$ cat src/rtl/mem_trace_buffer_pkg.sv
// trace_pkg: shared FSM encoding, timestamp width and entry field offsets.
// Latency: n/a (types and constant functions only).
// Backpressure: n/a.
// Build option: TRACE_TSTAMP_EN prepends a TS_W-bit cycle stamp to each entry.
package trace_pkg;

  typedef enum logic [1:0] {
    ST_IDLE  = 2'd0,
    ST_ARMED = 2'd1,
    ST_POST  = 2'd2,
    ST_DONE  = 2'd3
  } trace_state_e;

  localparam int TS_W = 16;

  // Entry layout, LSB first: data, addr, pc, is_write, [timestamp].
  function automatic int addr_lsb(input int data_w);
    return data_w;
  endfunction

  function automatic int pc_lsb(input int addr_w, input int data_w);
    return data_w + addr_w;
  endfunction

  function automatic int we_bit(input int pc_w, input int addr_w, input int data_w);
    return data_w + addr_w + pc_w;
  endfunction

  function automatic int ts_lsb(input int pc_w, input int addr_w, input int data_w);
    return data_w + addr_w + pc_w + 1;
  endfunction

  function automatic int entry_w(input int pc_w, input int addr_w, input int data_w);
`ifdef TRACE_TSTAMP_EN
    return TS_W + 1 + pc_w + addr_w + data_w;
`else
    return 1 + pc_w + addr_w + data_w;
`endif
  endfunction

endpackage

$ cat src/rtl/mem_trace_buffer_if.sv
// Bundles the snooped data-memory access bus and the trace drain stream.
// Latency: n/a (wiring only).
// Backpressure: rd_valid/rd_ready handshake on the drain side; access side cannot stall.
// master: CPU/consumer side (drives acc_*, rd_ready). slave: trace buffer side.
// Build option: TRACE_TSTAMP_EN widens rd_entry by the timestamp field.
interface mem_trace_buffer_if #(
  parameter int ADDR_W = 32,
  parameter int DATA_W = 32,
  parameter int PC_W   = 8
);
  import trace_pkg::*;

  localparam int ENTRY_W = entry_w(PC_W, ADDR_W, DATA_W);

  logic              acc_we;
  logic              acc_re;
  logic [PC_W-1:0]   acc_pc;
  logic [ADDR_W-1:0] acc_addr;
  logic [DATA_W-1:0] acc_wdata;
  logic [DATA_W-1:0] acc_rdata;

  logic               rd_valid;
  logic               rd_ready;
  logic [ENTRY_W-1:0] rd_entry;
  logic               rd_last;

  modport master (
    output acc_we, acc_re, acc_pc, acc_addr, acc_wdata, acc_rdata,
    output rd_ready,
    input  rd_valid, rd_entry, rd_last
  );

  modport slave (
    input  acc_we, acc_re, acc_pc, acc_addr, acc_wdata, acc_rdata,
    input  rd_ready,
    output rd_valid, rd_entry, rd_last
  );

endinterface

$ cat src/rtl/mem_trace_buffer_ram.sv
// trace_ram: DEPTH x W entry storage, synchronous write, asynchronous read.
// Latency: write visible on rdata the cycle after the write edge; read is combinational.
// Backpressure: none; the caller owns all flow control.
// Ports: clk; we/waddr/wdata write port; raddr/rdata read port.
module trace_ram #(
  parameter int DEPTH = 16,
  parameter int W     = 73
) (
  input  logic                     clk,
  input  logic                     we,
  input  logic [$clog2(DEPTH)-1:0] waddr,
  input  logic [W-1:0]             wdata,
  input  logic [$clog2(DEPTH)-1:0] raddr,
  output logic [W-1:0]             rdata
);

  // No reset: contents are meaningless until counted in by the owner.
  logic [W-1:0] mem_q [DEPTH];

  always_ff @(posedge clk) begin
    if (we) begin
      mem_q[waddr] <= wdata;
    end
  end

  assign rdata = mem_q[raddr];

endmodule

$ cat src/rtl/mem_trace_buffer.sv
// mem_trace_buffer: circular capture of data-memory accesses, stopped POST entries after a trigger write.
// Latency: a recorded access shows in count_o one cycle after its edge; drain entry is combinational from storage.
// Backpressure: drain holds rd_entry stable while rd_valid && !rd_ready; capture side never stalls.
// Ports: clk, rst (async, active high); arm pulse; trig_addr; bus (slave: acc_* snoop, rd_* stream);
//        state_o, count_o, triggered, overlap_err status.
// Build option: TRACE_TSTAMP_EN adds a free-running 16-bit cycle stamp as the entry MSBs.
module mem_trace_buffer
  import trace_pkg::*;
#(
  parameter int ADDR_W = 32,
  parameter int DATA_W = 32,
  parameter int PC_W   = 8,
  parameter int DEPTH  = 16,
  parameter int POST   = 4
) (
  input  logic                       clk,
  input  logic                       rst,
  input  logic                       arm,
  input  logic [ADDR_W-1:0]          trig_addr,
  mem_trace_buffer_if.slave          bus,
  output logic [1:0]                 state_o,
  output logic [$clog2(DEPTH+1)-1:0] count_o,
  output logic                       triggered,
  output logic                       overlap_err
);

  localparam int PTR_W    = $clog2(DEPTH);
  localparam int CNT_W    = $clog2(DEPTH + 1);
  localparam int ENTRY_W  = entry_w(PC_W, ADDR_W, DATA_W);
  localparam int WE_BIT   = we_bit(PC_W, ADDR_W, DATA_W);
  localparam int PC_LSB   = pc_lsb(ADDR_W, DATA_W);
  localparam int ADDR_LSB = addr_lsb(DATA_W);

  localparam logic [CNT_W-1:0] CNT_FULL = CNT_W'(DEPTH);
  localparam logic [CNT_W-1:0] CNT_ONE  = CNT_W'(1);
  localparam logic [PTR_W-1:0] PTR_ONE  = PTR_W'(1);
  localparam logic [PTR_W-1:0] POST_C   = PTR_W'(POST);

  trace_state_e       state_q, state_d;
  logic [PTR_W-1:0]   wr_ptr_q, wr_ptr_d;
  logic [PTR_W-1:0]   post_cnt_q, post_cnt_d;
  logic [CNT_W-1:0]   count_q, count_d;
  logic               triggered_q, triggered_d;
  logic               overlap_err_q, overlap_err_d;

  logic               rec;
  logic               is_trig;
  logic               rd_valid_w;
  logic               pop;
  logic [PTR_W-1:0]   rd_ptr;
  logic [ENTRY_W-1:0] wr_entry;
  logic [ENTRY_W-1:0] ram_rdata;

`ifdef TRACE_TSTAMP_EN
  localparam int TS_LSB = ts_lsb(PC_W, ADDR_W, DATA_W);
  logic [TS_W-1:0] ts_q, ts_d;

  always_comb begin
    ts_d = arm ? '0 : ts_q + 1'b1;
  end

  always_ff @(posedge clk or posedge rst) begin
    if (rst) ts_q <= '0;
    else     ts_q <= ts_d;
  end
`endif

  // A simultaneous read+write is recorded as the write only.
  always_comb begin
    wr_entry                           = '0;
    wr_entry[WE_BIT]                   = bus.acc_we;
    wr_entry[PC_LSB +: PC_W]           = bus.acc_pc;
    wr_entry[ADDR_LSB +: ADDR_W]       = bus.acc_addr;
    wr_entry[0 +: DATA_W]              = bus.acc_we ? bus.acc_wdata : bus.acc_rdata;
`ifdef TRACE_TSTAMP_EN
    wr_entry[TS_LSB +: TS_W]           = ts_q;
`endif
  end

  // Oldest entry sits count slots behind the write pointer; when full the
  // low bits of count are zero, so the oldest is the slot about to be overwritten.
  assign rd_ptr     = wr_ptr_q - count_q[PTR_W-1:0];
  assign rd_valid_w = (state_q == ST_DONE) && (count_q != '0);
  assign pop        = rd_valid_w && bus.rd_ready;
  assign rec        = ((state_q == ST_ARMED) || (state_q == ST_POST)) &&
                      (bus.acc_we || bus.acc_re) && !arm;
  assign is_trig    = bus.acc_we && (bus.acc_addr == trig_addr);

  always_comb begin
    state_d       = state_q;
    wr_ptr_d      = wr_ptr_q;
    post_cnt_d    = post_cnt_q;
    count_d       = count_q;
    triggered_d   = triggered_q;
    overlap_err_d = overlap_err_q | (bus.acc_we & bus.acc_re);

    if (arm) begin
      state_d     = ST_ARMED;
      wr_ptr_d    = '0;
      post_cnt_d  = '0;
      count_d     = '0;
      triggered_d = 1'b0;
    end else begin
      case (state_q)
        ST_ARMED, ST_POST: begin
          if (rec) begin
            wr_ptr_d = wr_ptr_q + 1'b1;
            if (count_q != CNT_FULL) count_d = count_q + 1'b1;
            if (state_q == ST_ARMED) begin
              if (is_trig) begin
                triggered_d = 1'b1;
                post_cnt_d  = POST_C;
                state_d     = (POST == 0) ? ST_DONE : ST_POST;
              end
            end else begin
              post_cnt_d = post_cnt_q - 1'b1;
              if (post_cnt_q == PTR_ONE) state_d = ST_DONE;
            end
          end
        end
        ST_DONE: begin
          if (pop) begin
            count_d = count_q - 1'b1;
            if (count_q == CNT_ONE) state_d = ST_IDLE;
          end
        end
        default: ;
      endcase
    end
  end

  always_ff @(posedge clk or posedge rst) begin
    if (rst) begin
      state_q       <= ST_IDLE;
      wr_ptr_q      <= '0;
      post_cnt_q    <= '0;
      count_q       <= '0;
      triggered_q   <= 1'b0;
      overlap_err_q <= 1'b0;
    end else begin
      state_q       <= state_d;
      wr_ptr_q      <= wr_ptr_d;
      post_cnt_q    <= post_cnt_d;
      count_q       <= count_d;
      triggered_q   <= triggered_d;
      overlap_err_q <= overlap_err_d;
    end
  end

  trace_ram #(
    .DEPTH (DEPTH),
    .W     (ENTRY_W)
  ) u_ram (
    .clk   (clk),
    .we    (rec),
    .waddr (wr_ptr_q),
    .wdata (wr_entry),
    .raddr (rd_ptr),
    .rdata (ram_rdata)
  );

  // Entry is forced to zero when nothing is offered so idle/reset output is clean.
  assign bus.rd_valid = rd_valid_w;
  assign bus.rd_entry = rd_valid_w ? ram_rdata : '0;
  assign bus.rd_last  = rd_valid_w && (count_q == CNT_ONE);

  assign state_o     = state_q;
  assign count_o     = count_q;
  assign triggered   = triggered_q;
  assign overlap_err = overlap_err_q;

endmodule

$ cat src/flat_wrapper.sv
// flat-port wrapper written by rule: the top's interface ports become plain ports
module mem_trace_buffer_flat import trace_pkg::*;
#(
  parameter int ADDR_W = 32,
  parameter int DATA_W = 32,
  parameter int PC_W   = 8,
  parameter int DEPTH  = 16,
  parameter int POST   = 4
)
  (clk, rst, arm, trig_addr, state_o, count_o, triggered, overlap_err, bus_acc_we, bus_acc_re, bus_acc_pc, bus_acc_addr, bus_acc_wdata, bus_acc_rdata, bus_rd_ready, bus_rd_valid, bus_rd_entry, bus_rd_last);
  mem_trace_buffer_if #(.ADDR_W(ADDR_W), .DATA_W(DATA_W), .PC_W(PC_W)) bus_i ();
  input  logic clk;
  input  logic rst;
  input  logic arm;
  input  logic [ADDR_W-1:0] trig_addr;
  output logic [1:0] state_o;
  output logic [$clog2(DEPTH+1)-1:0] count_o;
  output logic triggered;
  output logic overlap_err;
  input wire logic [$bits(bus_i.acc_we)-1:0] bus_acc_we;
  input wire logic [$bits(bus_i.acc_re)-1:0] bus_acc_re;
  input wire logic [$bits(bus_i.acc_pc)-1:0] bus_acc_pc;
  input wire logic [$bits(bus_i.acc_addr)-1:0] bus_acc_addr;
  input wire logic [$bits(bus_i.acc_wdata)-1:0] bus_acc_wdata;
  input wire logic [$bits(bus_i.acc_rdata)-1:0] bus_acc_rdata;
  input wire logic [$bits(bus_i.rd_ready)-1:0] bus_rd_ready;
  output wire logic [$bits(bus_i.rd_valid)-1:0] bus_rd_valid;
  output wire logic [$bits(bus_i.rd_entry)-1:0] bus_rd_entry;
  output wire logic [$bits(bus_i.rd_last)-1:0] bus_rd_last;
  assign bus_i.acc_we = bus_acc_we;
  assign bus_i.acc_re = bus_acc_re;
  assign bus_i.acc_pc = bus_acc_pc;
  assign bus_i.acc_addr = bus_acc_addr;
  assign bus_i.acc_wdata = bus_acc_wdata;
  assign bus_i.acc_rdata = bus_acc_rdata;
  assign bus_i.rd_ready = bus_rd_ready;
  assign bus_rd_valid = bus_i.rd_valid;
  assign bus_rd_entry = bus_i.rd_entry;
  assign bus_rd_last = bus_i.rd_last;
  mem_trace_buffer #(.ADDR_W(ADDR_W), .DATA_W(DATA_W), .PC_W(PC_W), .DEPTH(DEPTH), .POST(POST)) u_core (.clk(clk), .rst(rst), .arm(arm), .trig_addr(trig_addr), .bus(bus_i), .state_o(state_o), .count_o(count_o), .triggered(triggered), .overlap_err(overlap_err));
endmodule
$ cat config.mk
export PLATFORM = sky130hd
export DESIGN_NAME = mem_trace_buffer_flat
export DESIGN_NICKNAME = d
export VERILOG_FILES = /design/src/rtl/mem_trace_buffer_pkg.sv /design/src/rtl/mem_trace_buffer_if.sv /design/src/rtl/mem_trace_buffer_ram.sv /design/src/rtl/mem_trace_buffer.sv /design/src/flat_wrapper.sv
export SDC_FILE = /design/constraint.sdc
export NUM_CORES = 1
export LEC_CHECK = 0
export BUFFER_PORTS_ARGS = -buffer_cell sky130_fd_sc_hd__buf_2
export CAP_MARGIN = 20
export CORE_ASPECT_RATIO = 1.5
export CORE_UTILIZATION = 55
export DETAILED_ROUTE_END_ITERATION = 16
export PLACE_DENSITY = 0.73
export SYNTH_ARGS = -nofsm -noshare
export SYNTH_HDL_FRONTEND = slang
export SYNTH_HIERARCHICAL = 1
export SYNTH_SLANG_ARGS = --single-unit
$ cat constraint.sdc
create_clock -name clk -period 9.8 [get_ports clk]
set_input_delay 0 -clock clk [delete_from_list [all_inputs] [get_ports clk]]
set_output_delay 0 -clock clk [all_outputs]
set_load 0.02 [all_outputs]
Word level (Yosys, flattened, before mapping)
Memory sizes are Yosys's and may differ from the RTL's.
Index checks and enable logic that the tools add are counted.
W data, S select, Z words.

storage, ports and cells
  register bits after elaboration = 17
  memory bits (writable) = 1,168
  bits of input ports = 142
  output and inout bits = 84
  memories = 1

operators by class
  add/subtract/negate cells = 5
  eq/ne operators = 14
  mux-type cells = 30
  bitwise gates (word level) = 2
  reduce and logical (&&, ||, !) cells = 21

memory list
  name                words  width  read ports  clocked after Yosys merged registers in  write ports  RTL line                    text
  u_core.u_ram.mem_q  16     73     1           0                                        1            mem_trace_buffer_ram.sv:18  logic [W-1:0] mem_q [DEPTH];

operators with widths
  cell                   count
  $mux W73               1
  $eq A32 B32 Y1         1
  $mux W32               1
  $mux W4                8
  $mux W5                4
  $mux W2                7
  $ne A3 B2 Y1 const B   4
  $pmux W5 S2            1
  $reduce_and A4 Y1      2
  $reduce_bool A2 Y1     4
  $mux W1                7
  $logic_and A1 B1 Y1    6
  $reduce_and A6 Y1      1
  $add A5 B1 Y5 const B  1
  $eq A5 B1 Y1 const B   1
  $ne A5 B5 Y1 const B   1
  $reduce_bool A5 Y1     1
  $sub A5 B1 Y5 const B  1
  $add A4 B1 Y4 const B  1
  $eq A2 B2 Y1 const B   2
  $eq A4 B1 Y1 const B   1
  $ne A4 B2 Y1 const B   1
  $ne A4 B3 Y1 const B   1
  $pmux W2 S2            1
  12 further kinds       13

Logic depth before layout (Yosys ltp)
Gate-level depths: netlist (run 1).

  depth in word-level cells = 7
  depth in mapped cells = 12
  gate-level depth less buffers = 10

Hierarchy
Netlist (run 1), hierarchy kept.

modules (own cells, without submodules)
  module            times used  cells each  area each (µm²)  sequential area each (µm²)
  trace_ram         1           1,802       43,665.6         35,073.6
  mem_trace_buffer  1           301         2,468.6          425.4

Worst setup path before layout (run 1)
OpenSTA, ideal clock, no wires.

  path kind = register -> register
  from = register u_core.state_q[1] (netlist: u_core/state_o[1])
  to = memory u_core.u_ram.mem_q[0][0] (enable)
  setup time = 594 ps
  arrival = 7,031 ps
  required time = 9,206 ps
  setup slack = 2,176 ps
  stages on the path, launching flop included = 8
  buffers on the path = 1
  path through = dfrtp_1 > inv_1 > ha_1 > or2_2 > clkbuf_1 > nor2_1 > or3b_2 > nor3_1

on the way
  word-level cells in the longest chain between the ends = 6
  elaborated cells on any way between the ends = 7
  classes of those cells = 2 x eq/ne; 2 x mux; 3 x reduce/logical

ends and longest elaborated chain
  element                                              RTL line                    text
  from (decl)                                          mem_trace_buffer.sv:39      trace_state_e state_q, state_d;
  from (signal assigned)                               mem_trace_buffer.sv:141     state_q <= state_d;
  $eq A2 B1 Y1 / $eq A2 B2 Y1 (equally long branches)  mem_trace_buffer.sv:85      assign rec = ((state_q == ST_ARMED) || (state_q == ST_POST)) &&
  $logic_or A1 B1 Y1 (*)                               mem_trace_buffer.sv:85
  $logic_and A1 B1 Y1 (*)                              mem_trace_buffer.sv:85
  $logic_and A1 B1 Y1 (*)                              mem_trace_buffer.sv:86      (bus.acc_we || bus.acc_re) && !arm;
  named net u_core.rec                                 mem_trace_buffer.sv:46      logic rec;
  $mux W1 (*)                                          mem_trace_buffer_ram.sv:21  if (we) begin
  $mux W1 (not written as such) (*)                    mem_trace_buffer_ram.sv:22  mem_q[waddr] <= wdata;
  to (decl)                                            mem_trace_buffer_ram.sv:18

Mark *: on every way through the listed nets, which the timed path passes. The rest lies on a longest branch.

Worst setup path in the final report (run 1)
  from = register u_core.wr_ptr_q[0]
  to = output port bus_rd_entry[20]

on the way
  word-level cells in the longest chain between the ends = 3

ends and longest elaborated chain
  element                         RTL line                 text
  from (decl)                     mem_trace_buffer.sv:40   logic [PTR_W-1:0] wr_ptr_q, wr_ptr_d;
  from (signal assigned)          mem_trace_buffer.sv:142  wr_ptr_q <= wr_ptr_d;
  $sub A4 B4 Y4                   mem_trace_buffer.sv:82   assign rd_ptr = wr_ptr_q - count_q[PTR_W-1:0];
  named net u_core.rd_ptr[1]      mem_trace_buffer.sv:50   logic [PTR_W-1:0] rd_ptr;
  $mem_v2 Z16 W73                 -
  named net u_core.ram_rdata[20]  mem_trace_buffer.sv:52   logic [ENTRY_W-1:0] ram_rdata;
  $mux W73                        mem_trace_buffer.sv:164  assign bus.rd_entry = rd_valid_w ? ram_rdata : '0;
  to (decl)                       flat_wrapper.sv:28       output wire logic [$bits(bus_i.rd_entry)-1:0] bus_rd_entry;

The timed path passes the listed nets, and every way through them passes these cells.

==> results of run 1 <==
synth_stat cells (12+ instances only):
cell	count	share of area (%)
and3_1	74	1.0
buf_2	12	0.13
clkbuf_1	59	0.48
ha_1	13	0.35
xnor2_1	35	0.66
a21oi_1	12	0.13
buf_6	12	0.29
mux2_2	32	0.78
nor2_1	26	0.21
inv_1	14	0.11
nand2_1	78	0.63
a22oi_1	146	2.4
buf_4	13	0.21
buf_1	25	0.20
dfrtp_1	17	0.92
mux4_2	292	14
edfxtp_1	1168	76
how the worst max path moves through the flow:
| stage | start | endpoint | slack, ns | depth (start not counted) |
|---|---|---|---|---|
| after detailed placement | u_core/wr_ptr_q[0]$_DFFE_PP0P_ | bus_rd_entry[41] | 5.28 | 10 |
| final | u_core/wr_ptr_q[0]$_DFFE_PP0P_ | bus_rd_entry[20] | 4.65 | 11 |
| after global routing | u_core/wr_ptr_q[0]$_DFFE_PP0P_ | bus_rd_entry[24] | 4.43 | 11 |
| after CTS | u_core/wr_ptr_q[0]$_DFFE_PP0P_ | bus_rd_entry[20] | 4.54 | 10 |
| after floorplan | u_core/state_o[1]$_DFFE_PP0P_ | u_core/u_ram/mem_q[0][0]$_DFFE_PP_ | 2.18 | 7 |
| after global placement | u_core/wr_ptr_q[0]$_DFFE_PP0P_ | bus_rd_entry[29] | 5.31 | 10 |
final cells by class:
type                       count  area share (%)
antenna                        1         0.00470
clock buffer                 130            5.27
clock inverter                65            1.46
inverter                      14           0.127
multi-input combinational    783            19.0
sequential                  1185            66.7
tap                         1113            2.62
timing repair buffer         376            4.84
cells in the final DEF (no fill, tap or decap), drive strengths merged, types with 8 or more instances in the layout:
cell and n:
clkinv 39, dlygate4sd3 108, inv 18, mux2 32, mux4 292, nand4 8
xnor2 35, a21oi 12, buf 268, edfxtp 1168, ha 13, and3 74
nor2 26, nand2 78, clkbuf 130, a22oi 146, dfrtp 17, bufinv 17
timing repair:
| action | CTS | global route |
|---|---|---|
| setup buffers | 0 | 0 |
| gates resized for setup | 0 | 0 |
| hold buffers | 108 | 0 |
| endpoints found under the hold margin | 1186 | 0 |
| setup endpoints to repair | 0 | 0 |
per-layer routing:
metal	up-vias	track usage [%]
met5	-	0
met4	2	7.82
met3	158	4.26
met2	1063	44.4
met1	12100	34.0
li1	9594	-
through the flow:
stage / util, % / std cells / setup WS [ns] / power, mW
2_1_floorplan: - / 2103 / 2.18 / 11.2
3_3_place_gp: 58.6 / 3362 / 5.31 / 13.1
3_5_place_dp: 58.6 / 3362 / 5.28 / 13.2
4_1_cts: 64.3 / 3665 / 4.54 / 17.4
5_1_grt: 64.3 / 3666 / 4.43 / 18.0
6_report: 64.3 / 3667 / 4.65 / 17.3
flip-flops by register name (all words and copies together) (netlist names):
register	flops
u_core/count_o	5
u_core/overlap_err	1
u_core/post_cnt_q	4
u_core/state_o	2
u_core/triggered	1
u_core/u_ram/mem_q	1168
u_core/wr_ptr_q	4
kinds of logic (layout without fill, tap and decap cells):
family                   Yosys count  count (layout)  share of synthesized area, %
flip-flops                      1185            1185                          76.9
multiplexers                     325             325                          15.1
AND/OR/NAND/NOR                  222             222                          2.49
AO/OA/AOI/OAI                    180             180                          2.88
buffers and inverters            135             585                          1.43
XOR/XNOR                          42              42                         0.797
adder cells (fa/ha/maj)           14              14                         0.396
other                              0               1                             0
power by group through the flow:
stage	clock (mW)	sequential (mW)	combinational [mW]
after global placement	0	5.99	7.08
after CTS	4.31	5.90	7.23
after global routing	4.49	5.91	7.60
after detailed placement	0	6.00	7.16
after floorplan	0	6.01	5.14
final	4.26	5.90	7.12
==> summary.md, run 1 <==
| Metric | Value |
|---|---|
| Slowest-stage cell, CP | buf_4 |
| Setup TNS | 0 ns |
| Clk pwr share | between 20% and 30% |
| Seq. cell area | 35500 um2 |
| Routed Antenna Nets | 0 |
| GRT Total Usage | 25.8% |
| Core ar. | 82800 um2 |
| R2r endpoint | u_core/u_ram/mem_q[5][4]$_DFFE_PP_ |
| Area of the mapped netlist | about 46000 um2 |
| CP Cell Sequence | inv_1 > ha_1 > fa_1 > inv_8 > buf_16 > buf_4 > mux4_2 > a22oi_1 > nand2_1 > and3_1 > buf_2 |
| Synthesis Warnings | 6 |
| Initial core utilization | 55.7% |
| Worst-case reg-to-reg path depth | 7 |
| CTS tree | done |
| Yosys cell types | 53 |
| Met2 WL | approximately 55 mm |
| Final GP Congestion | 0.757 |
| Leakage Power | roughly 18 nW |
| First-pass GRT wire length | around 160 mm |
| Hold path startpoint | bus_acc_we |
| Vias per cell | 6.24 |
| CTS Buf Count | between 100 and 150 |
| Layout area overhead | 15.4% |
| Layout cells sized above 1 | 30.5% |
| DP Area | 48600 um2 |
| Worst-path fanout max | 92 |
| Initial antenna violation count | 3 |
| Combinational Power Share | 41.2% |
| Final Critical Period | slightly above 5 ns |
| Hold depth | 2 |
| Die width | 238 um |
| Period utilization | 52.6% |
| Rel. slew slack | roughly a quarter |
| DR iter-0 viols | 2448 |
| Fin area | 53200 um2 |
| Clk_skew | 0.0241 ns |
| Maximum root-to-sink buffer count | 3 |
| Number of global-route vias before repair | 24200 |
| Ys async rst share | 1.43% |
| Peak VDD IR | 0.434 mV |
| Type of element capturing the critical path | output port |
| Setup CP Type | flop to output port |
| Die height | 357 um |
| Final Hold Viols | 0 |
| Multi-input logic area | 10100 um2 |
| Die ar. | around 85000 um2 |
| M1 WL | 40.4 mm |
| Clk_lat worst skew | approximately 0.7 ns |
| Grt ovf | 0 |
| Sequential share of power | 34.1% |
| Clock sinks | 1185 |
| Post-synth EDFFs | 1168 |
| Hpwl dp | 54.6 mm |
| DR WL/cell | 29.2 um |
| Port bufs | 225 |
| Fmax | between 150 and 200 MHz |
| Critical path buffer and inverter count | 5 |
| Core Rows | 129 |
| RSZ-0062 raised after global routing | false |
| Htree depth | 3 |
| Hold endpoint | u_core/u_ram/mem_q[12][72]$_DFFE_PP_ |
| I/O Pins | 226 |
| Yosys reg bits | 1185 |
| Syn nets | 2259 |
| Largest stage delay, worst path | between 0.9 and 1 ns |
| Worst hold path type | input port to flop |
| Final nets | around 2600 |
| # DRC | 0 |
| Switch Pwr | 5.96 mW |
| R2R setup slack | 5.61 ns |
| Worst-margin pin slew | 1.14 ns |
| Final WL | ~110 mm |
| Maxcap violations | 0 |
| Met3 WL | around 8.6 mm |
| Largest net degree at the start of global routing | 147 |
| Worst Path Arrival | 5.15 ns |
| Top Metal Used | met5 |
| CTS Root Cell | clkbuf_16 |
| Via count | 22900 |
| RR Startpoint | u_core/state_o[1]$_DFFE_PP0P_ |
| Status | complete, no violations |
| Startpoint type of the worst setup path | flop |
| Final setup fails | 0 |
| Clock-pin slew on the worst setup and hold paths | 0.06 ns |
| Sw Share | 34.5% |
| # fillers | 5454 |
| Pwr/cell area | 325 nW/um2 |
| Fin. max-slew vios | 0 |
| Post-synth top flop | edfxtp_1 |
| Mean Syn Cell Area | 21.9 um2 |
| Crit-path leading delay family | buffers and inverters |
| CP required | 9.80 ns |
| DR pass1 iterations | 7 |
| Cell Int Power | 11.3 mW |
| Register area share after synthesis | 76.9% |
| Synth Instances | 2103 |
| Min Hold Slack | roughly 0.043 ns |
No activity file was read; power rests on OpenSTA's default activity.
==> run 2: changes to the inputs <==
--- a/config.mk
+++ b/config.mk
@@ -10,7 +10,7 @@
 export CORE_ASPECT_RATIO = 1.5
 export CORE_UTILIZATION = 55
 export DETAILED_ROUTE_END_ITERATION = 16
-export PLACE_DENSITY = 0.73
+export PLACE_DENSITY = 0.76
 export SYNTH_ARGS = -nofsm -noshare
 export SYNTH_HDL_FRONTEND = slang
 export SYNTH_HIERARCHICAL = 1
==> constraint.sdc (replaced) <==
create_clock -name clk -period 4.2 [get_ports clk]
set_input_delay 0 -clock clk [delete_from_list [all_inputs] [get_ports clk]]
set_output_delay 0 -clock clk [all_outputs]
set_load 0.02 [all_outputs]
==> summary.md, run 2 (synthesis results as in run 1) <==
| Metric | Value |
|---|---|
| Final setup fails | 0 (unchanged) |
| Startpoint type of the worst setup path | flop |
| Largest stage delay, worst path | 0.57 ns (-0.38 ns) |
| Clk_skew | 0.0252 ns (+0.00103 ns) |
| Fin cells | 3701 (+0.93%) |
| CP required | 4.20 ns (-5.60 ns) |
| CP Cell Sequence | inv_1 > ha_1 > a21o_1 > a21oi_1 > xnor2_1 > and2_4 > buf_12 > a22oi_1 > nand2_1 > and3_1 > buf_2 |
| Commonest non-fill, non-tap cell in the layout | edfxtp_1 |
| # fillers | 5263 (-3.5%) |
| Number of global-route vias before repair | 25100 (+3.8%) |
| Vias per cell | 6.36 (+1.9%) |
| Slowest-stage cell, CP | xnor2_1 |
| I/O Pins | 226 (unchanged) |
| Worst-case reg-to-reg path depth | 7 (unchanged) |
| Seq. cell area | 35500 um2 (about the same) |
| Final WL | 112 mm (+5.2%) |
| R2R setup slack | 0.88 ns (-4.73 ns) |
| Final nets | 2659 (+1.5%) |
| Initial antenna violation count | 5 (+2) |
| Die ar. | 85100 um2 (unchanged) |
| Clk_lat worst skew | 0.69 ns (about the same) |
| Routed Antenna Nets | 0 (unchanged) |
| DR iter-0 viols | 2569 (+4.9%) |
| DR WL/cell | 30.4 um (+4.2%) |
| CTS Root Cell | clkbuf_16 |
| Leakage Power | 17.7 nW (+1.2%) |
| Worst-path fanout max | 36 (-61%) |
| Die height | 357 um (unchanged) |
| Core ar. | 82800 um2 (unchanged) |
| R2r endpoint | u_core/u_ram/mem_q[2][61]$_DFFE_PP_ |
| RSZ-0062 raised after global routing | false |
| GRT Total Usage | 27.0% (+1.2 points) |
| First-pass GRT wire length | 164 mm (+4.3%) |
| DR pass1 iterations | 6 (-1) |
| CTS tree | done |
| Largest net degree at the start of global routing | 76 (-48%) |
| Via count | 23500 (+2.9%) |
| Most frequent cells in the layout | edfxtp_1 (1168), mux4_2 (292), buf_2 (225) |
| Layout area overhead | 16.6% |
| Max reg flops | 1168 (unchanged) |
| Hold path startpoint | bus_acc_we |
| Port bufs | 225 (unchanged) |
| Hpwl dp | 61.7 mm (+13%) |
| Die width | 238 um (unchanged) |
| Worst-margin pin slew | 1.06 ns (-0.0779 ns) |
| Final Critical Period | around 4.0 ns |
| GR Util met3 | 4.24% (-0.023 points) |
| Maximum root-to-sink buffer count | 3 (unchanged) |
| Initial core utilization | 55.7% (unchanged) |
| Rel. slew slack | 29.2% (+5.2 points) |
| RR Startpoint | u_core/state_o[1]$_DFFE_PP0P_ |
| Fin. max-slew vios | 0 (unchanged) |
| Worst hold path type | input port to flop |
| Period utilization | 96.0% |
| Layout cells sized above 1 | 31.7% (+1.2 points) |
| # placed instances | 3399 (+1.1%) |
| Hold endpoint | u_core/wr_ptr_q[1]$_DFFE_PP0P_ |
| Type of element capturing the critical path | output port |
| Worst Path Arrival | 4.03 ns (-1.12 ns) |
| Pwr/cell area | 766 nW/um2 (+140%) |
| Largest reg by FF count | u_core/u_ram/mem_q |
| Final Hold Viols | 0 (unchanged) |
| Htree depth | 3 (unchanged) |
| Maxcap violations | 0 (unchanged) |
| Peak VDD IR | 1.00 mV (+130%) |
| CTS Buf Count | 103 (-0.96%) |
| Met2 Resource Use GR | 48.3% (+3.9 points) |
| Core Rows | 129 (unchanged) |
| Setup CP Type | flop to output port |
| GR peak layer | met2 |
| Fmax | 248 MHz |
| Setup crit start | u_core/count_o[1]$_DFFE_PP0P_ |
| Grt ovf | 0 (unchanged) |
| Clock sinks | 1185 (unchanged) |
| Status | complete, no violations |
| Met1 GRT Util | 32.8% (-1.1 points) |
| Multi-input logic area | 10200 um2 (+0.37%) |
| Hold depth | 5 (+3) |
| Final GP Congestion | 0.785 (+3.8%) |
| DP Area | 49300 um2 (+1.5%) |
| Clock-pin slew on the worst setup and hold paths | 0.06 ns (about the same) |
| # DRC | 0 (unchanged) |
| Fin area | 53800 um2 (+1.1%) |
==> run 2: worst max-delay path by stage <==
stage | to | depth (start not counted)
2_1_floorplan | u_core/u_ram/mem_q[13][0]$_DFFE_PP_ | 7
3_3_place_gp | bus_rd_entry[1] | 10
3_5_place_dp | bus_rd_entry[1] | 10
4_1_cts | bus_rd_entry[14] | 9
5_1_grt | bus_rd_entry[14] | 10
6_report | bus_rd_entry[1] | 11
==> run 2: metal layers <==
layer	vias to the layer above	share of wire [%]
li1	9682	-
met5	-	0.022
met3	204	7.5
met4	6	3.4
met1	12300	35
met2	1313	54
==> run 2: critical path: cells and delay by family (launching register included) <==
family	cells	cell delay (ns)
flip-flops	1	0.50
AND/OR/NAND/NOR	3	0.88
buffers and inverters	3	0.76
AO/OA/AOI/OAI	3	0.29
XOR/XNOR	1	0.57
adder cells (fa/ha/maj)	1	0.33
==> run 2: report_power, final <==
| part | internal, mW | leakage, nW | switching [mW] |
|---|---|---|---|
| combinational | 7.72 | 5.35 | 10.2 |
| clock | 5.29 | 1.65 | 4.24 |
| sequential | 13.6 | 10.7 | 0.224 |
==> run 2: cell type report <==
type | instances | area share [%]
inverters | 14 | 0.126
well taps | 1113 | 2.59
repair buffers | 416 | 6.10
clock inverters | 66 | 1.38
clock buffers | 121 | 4.92
multi-input cells | 783 | 18.9
diodes | 3 | 0.0140
flip-flops and latches | 1185 | 66.0
==> run 2: repair_timing <==
item | CTS | global route
hold buffers | 109 | 0
gates resized for setup | 1 | 1
endpoints found under the setup margin | 5 | 8
setup buffers | 0 | 3
endpoints found under the hold margin | 1186 | 0
==> run 2: stage by stage <==
stage               hold WS [ns]  worst slack [ns]  power [mW]  TNS, ns  util [%]
detailed placement         0.127             0.730        31.7        0      59.5
finish                    0.0627             0.166        41.2        0      65.0
global placement           0.119             0.760        31.4        0      59.5
global route              0.0997           0.00629        42.8        0      65.0
floorplan                -0.0741            -0.991        26.0  -828.89         -
CTS                       0.0110            0.0910        41.4        0      64.9
